--- config.mk ---
export PLATFORM = sky130hd
export DESIGN_NAME = muldiv_unit
export DESIGN_NICKNAME = d
export VERILOG_FILES = /design/src/rtl/muldiv_unit.sv
export SDC_FILE = /design/constraint.sdc
export NUM_CORES = 1
export LEC_CHECK = 0
export BUFFER_PORTS_ARGS = -buffer_cell sky130_fd_sc_hd__buf_2
export CAP_MARGIN = 25
export CORE_MARGIN = 4
export CORE_UTILIZATION = 30
export DETAILED_ROUTE_END_ITERATION = 10
export PLACE_DENSITY = 0.51
export SYNTH_ARGS = -nofsm -noshare
export SYNTH_HDL_FRONTEND = slang
export SYNTH_SLANG_ARGS = --single-unit
--- constraint.sdc ---
create_clock -name clk -period 4.7 [get_ports clk]
set_clock_uncertainty 0.15 [all_clocks]
set_input_delay 0 -clock clk [delete_from_list [all_inputs] [get_ports clk]]
set_output_delay 0 -clock clk [all_outputs]
set_load 0.05 [all_outputs]
--- src/rtl/muldiv_unit.sv ---
// Iterative signed/unsigned multiply-divide: radix-2 shift-add / restoring division, one bit per cycle.
// Result WIDTH+2 cycles after accept (divide-by-zero: 1 cycle); start is ignored while busy, no backpressure on results.
module muldiv_unit #(
    parameter int WIDTH = 32,
    parameter int CNT_W = 6
) (
    input  logic             clk,
    input  logic             reset,
    input  logic             start,
    input  logic [1:0]       op,
    input  logic [WIDTH-1:0] a,
    input  logic [WIDTH-1:0] b,
    output logic             busy,
    output logic             done,
    output logic             div_zero,
    output logic [WIDTH-1:0] high,
    output logic [WIDTH-1:0] low
);

    typedef enum logic [1:0] {IDLE, CALC, FIX, DONE} state_t;

    localparam logic [CNT_W-1:0] LAST_ITER = CNT_W'(WIDTH - 1);

    state_t           state_q, state_d;
    logic [CNT_W-1:0] cnt_q, cnt_d;
    logic             is_div_q, is_div_d;
    logic             neg_a_q, neg_a_d;
    logic             neg_b_q, neg_b_d;
    logic             dz_q, dz_d;
    logic [WIDTH-1:0] opnd_q, opnd_d;
    logic [WIDTH-1:0] acc_hi_q, acc_hi_d;
    logic [WIDTH-1:0] acc_lo_q, acc_lo_d;
    logic [WIDTH-1:0] high_q, high_d;
    logic [WIDTH-1:0] low_q, low_d;

    logic               sgn_op;
    logic [WIDTH-1:0]   mag_a, mag_b;
    logic [WIDTH:0]     add_sum, rem_shift, rem_diff;
    logic [2*WIDTH-1:0] prod_fix;

    always_comb begin
        state_d  = state_q;
        cnt_d    = cnt_q;
        is_div_d = is_div_q;
        neg_a_d  = neg_a_q;
        neg_b_d  = neg_b_q;
        dz_d     = dz_q;
        opnd_d   = opnd_q;
        acc_hi_d = acc_hi_q;
        acc_lo_d = acc_lo_q;
        high_d   = high_q;
        low_d    = low_q;

        sgn_op    = ~op[0];
        mag_a     = (sgn_op && a[WIDTH-1]) ? -a : a;
        mag_b     = (sgn_op && b[WIDTH-1]) ? -b : b;
        add_sum   = {1'b0, acc_hi_q} + (acc_lo_q[0] ? {1'b0, opnd_q} : '0);
        rem_shift = {acc_hi_q, acc_lo_q[WIDTH-1]};
        rem_diff  = rem_shift - {1'b0, opnd_q};
        prod_fix  = (neg_a_q ^ neg_b_q) ? -{acc_hi_q, acc_lo_q} : {acc_hi_q, acc_lo_q};

        case (state_q)
            IDLE: begin
                if (start) begin
                    cnt_d    = '0;
                    is_div_d = op[1];
                    neg_a_d  = sgn_op & a[WIDTH-1];
                    neg_b_d  = sgn_op & b[WIDTH-1];
                    if (op[1] && (b == '0)) begin
                        dz_d    = 1'b1;
                        state_d = DONE;
                    end else begin
                        dz_d     = 1'b0;
                        state_d  = CALC;
                        // Mult: opnd is the addend, lo holds the multiplier being shifted out.
                        // Div: opnd is the divisor, lo holds the dividend shifting into the remainder.
                        opnd_d   = op[1] ? mag_b : mag_a;
                        acc_hi_d = '0;
                        acc_lo_d = op[1] ? mag_a : mag_b;
                    end
                end
            end
            CALC: begin
                if (is_div_q) begin
                    // rem_diff[WIDTH] is the borrow: set means the trial subtraction must be undone.
                    acc_hi_d = rem_diff[WIDTH] ? rem_shift[WIDTH-1:0] : rem_diff[WIDTH-1:0];
                    acc_lo_d = {acc_lo_q[WIDTH-2:0], ~rem_diff[WIDTH]};
                end else begin
                    {acc_hi_d, acc_lo_d} = {add_sum, acc_lo_q[WIDTH-1:1]};
                end
                cnt_d = cnt_q + CNT_W'(1);
                if (cnt_q == LAST_ITER) begin
                    state_d = FIX;
                end
            end
            FIX: begin
                if (is_div_q) begin
                    low_d  = (neg_a_q ^ neg_b_q) ? -acc_lo_q : acc_lo_q;
                    high_d = neg_a_q ? -acc_hi_q : acc_hi_q;
                end else begin
                    {high_d, low_d} = prod_fix;
                end
                state_d = DONE;
            end
            DONE: begin
                dz_d    = 1'b0;
                state_d = IDLE;
            end
            default: state_d = IDLE;
        endcase
    end

    always_ff @(posedge clk or negedge reset) begin
        if (!reset) begin
            state_q  <= IDLE;
            cnt_q    <= '0;
            is_div_q <= 1'b0;
            neg_a_q  <= 1'b0;
            neg_b_q  <= 1'b0;
            dz_q     <= 1'b0;
            opnd_q   <= '0;
            acc_hi_q <= '0;
            acc_lo_q <= '0;
            high_q   <= '0;
            low_q    <= '0;
        end else begin
            state_q  <= state_d;
            cnt_q    <= cnt_d;
            is_div_q <= is_div_d;
            neg_a_q  <= neg_a_d;
            neg_b_q  <= neg_b_d;
            dz_q     <= dz_d;
            opnd_q   <= opnd_d;
            acc_hi_q <= acc_hi_d;
            acc_lo_q <= acc_lo_d;
            high_q   <= high_d;
            low_q    <= low_d;
        end
    end

    assign busy     = (state_q != IDLE);
    assign done     = (state_q == DONE);
    assign div_zero = (state_q == DONE) && dz_q;
    assign high     = high_q;
    assign low      = low_q;

endmodule
==> metrics <==
Final ANT Viol Nets=0; Peak Freq=255 MHz; worst-skew pair later-pin latency=between 0.4 and 0.5 ns; sequential fraction of the synthesis area=0.290; global-route wire length before repair=81.1 mm; WP data required=4.93 ns; n_diodes=0; commonest non-fill, non-tap cell in the layout=nor2_1; # clock sinks=172; internal power=approximately 6300 uW; post-route total power=approximately 14000 uW; critical path capture point type=flop; peak supply drop=0.394 mV; worst reg2reg path startpoint=acc_lo_q[31]; max-slew violation count=0; CTS clock-pin slew for the worst setup and hold paths=0.08 ns; syn_area_per_cell=7.89 um^2; die width=230 um; Post-Place Cells=2611; Syn. warnings=0; crit path time final=a little under 4 ns; most frequent cells in the layout=250 x nor2_1, 237 x a21oi_1, 171 x dfrtp_1; share of layout cells above drive strength 1=0.130; Boundary Pins=136; routed wire length=around 53 mm; buffers added on ports=135; Vias=14500; placed cell areas=0.0162 mm^2; gr ovfl total=0; num rows=81; number of global-route vias before repair=13800; post-synthesis cell count=1880; Yosys reg bits=172; max-cap check violation count=0; Fin. Hold Viols=15; syn_nets=between 2000 and 2500; Clock Path Buffers=2; worst-path cell chain=inv_1, ha_1, fa_1, nor2b_1, o31ai_1, a211oi_1, o31a_1, o21a_1, o311ai_4, buf_4, mux2_2, o21ai_0; setup_tns=0 ns; GP Congestion=0.915; Worst Path Arrival=4.15 ns; Final setup viols=0; post-DR wirelength/cell=between 15 and 20 um; Slew headroom=0.269; CP max FO=22; Inserted Clock Buffers=17; fin cells=2712; unrepaired setup endpoints after global routing=false; Critical Path Source Type=flop; largest net degree at the start of global routing=approximately 100; critical path's slowest cell=o311ai_4; crit-path max cell delay=around 0.53 ns; WHS=-0.0377 ns; Least-Margin Pin Slew=around 1.1 ns; delay-heaviest family, CP=compound AO/OA/AOI/OAI gates; Sw Share=0.545; Chip Height=230 um; Die ar.=roughly 0.053 mm^2; asr flop ratio synth=1.00; Final Cycle Share=0.834; Clk pwr share=0.106; area grow syn2layout=18.3%; core area=between 0.04 and 0.05 mm^2; Initial DRC Count=1043; Max H-tree Level=4; via density per instance=5.36; outcome=finished with violations; setup bufs post-CTS=0; Top FF cell, synth=dfrtp_1; P_sw=7600 uW; post-DP HPWL=about 40 mm; Critical path buffers and inverters=2; gr usage total=0.193; combinational power share=0.685; Synth top area share=0.290; Leak=0.00752 uW; Seq pwr share=0.209; Design Area, Final=0.0175 mm^2; mapped cell area=about 0.015 mm^2; post-synth top area cell=dfrtp_1; Synth cell types=80; CTS tree=done; Critical Path Start=acc_lo_q[31]; TritonRoute pass-1 iters=5; worst hold path type=input port to asynchronous set/reset pin; EDFF count, synth=0; DRC viols=0; Starting Density=0.303; clk root buf=clkbuf_16; failing checks=hold timing; Layout Nets=2179; antenna violations before repair=0; Synth area leaders=dfrtp_1 29%, a21oi_1 8.0%, nor2_1 6.3%, ha_1 6.2%, xnor2_1 5.2%; Power per Cell Area=794 mW/mm^2; CP Class=flop to flop
-- Yosys cell counts (32+ instances only) --
| cell type | count |
|---|---|
| nor2_1 | 250 |
| a21oi_1 | 237 |
| dfrtp_1 | 172 |
| o21ai_0 | 138 |
| nand2_1 | 122 |
| xnor2_1 | 88 |
| clkbuf_1 | 84 |
| xor2_1 | 84 |
| ha_1 | 73 |
| inv_1 | 69 |
| nor3_1 | 50 |
| mux2i_1 | 43 |
| a21o_1 | 38 |
| mux2_2 | 34 |
| a211oi_1 | 32 |
-- final cells by class --
cell class / count / area (um^2)
inverter: 71 / 267
fill: 5080 / 31400
clock inverter: 15 / 186
clock buffer: 17 / 425
tap: 664 / 831
multi-input combinational: 1533 / 9880
sequential: 172 / 4310
timing repair buffer: 240 / 1660
-- stage by stage --
stage | util | setup WS, ns
3_3_place_gp | 0.332 | 0.855
4_1_cts | 0.359 | 0.821
2_1_floorplan | - | 1.42
3_5_place_dp | 0.332 | 0.859
6_report | 0.359 | 0.780
5_1_grt | 0.359 | 0.480
-- cells by family after synthesis --
family          synth area share
xor+xnor                   0.102
compound gates             0.251
buf+inv                   0.0478
simple gates               0.191
flops                      0.290
mux                       0.0548
fa+ha+maj                 0.0643
-- flip-flops by register name (all words and copies together), names as in the netlist --
register,count
acc_hi_q,32
acc_lo_q,32
cnt_q,6
dz_q,1
high,32
is_div_q,1
low,32
neg_a_q,1
neg_b_q,1
opnd_q,32
state_q,2
-- power groups by stage --
| stage | clock (uW) | sequential [uW] | combinational (uW) |
|---|---|---|---|
| 2_1_floorplan | 0 | 3650 | 6020 |
| 5_1_grt | 1580 | 3020 | 10400 |
| 3_3_place_gp | 0 | 2920 | 9350 |
| 6_report | 1480 | 2910 | 9540 |
| 4_1_cts | 1520 | 2920 | 9490 |
| 3_5_place_dp | 0 | 2940 | 9370 |
-- per-layer routing --
metal / part of all wire / track usage / vias up
li1: - / - / 7077
met5: 0 / 0 / -
met1: 0.47 / 0.272 / 6940
met2: 0.46 / 0.315 / 478
met3: 0.055 / 0.0259 / 53
met4: 0.023 / 0.0459 / 0
-- path summary, 6_finish.rpt --
path | endpoint | slack (ns) | cells after the start
worst max-delay path | acc_hi_q[1] | 0.78 | 12
max in group asynchronous | high[24] | 3.19 | 3
worst max register to register | acc_hi_q[1] | 0.78 | 12
worst min register to register | opnd_q[13] | 0.33 | 2
worst min-delay path | low[7] | -0.04 | 2
min in group clk | opnd_q[11] | 0.01 | 4
-- timing repair --
action                                 in CTS  in global routing
gates resized for setup                     0                  0
endpoints found under the hold margin     124                  0
hold buffers                               69                  0
(Power assumes the default switching activity.)
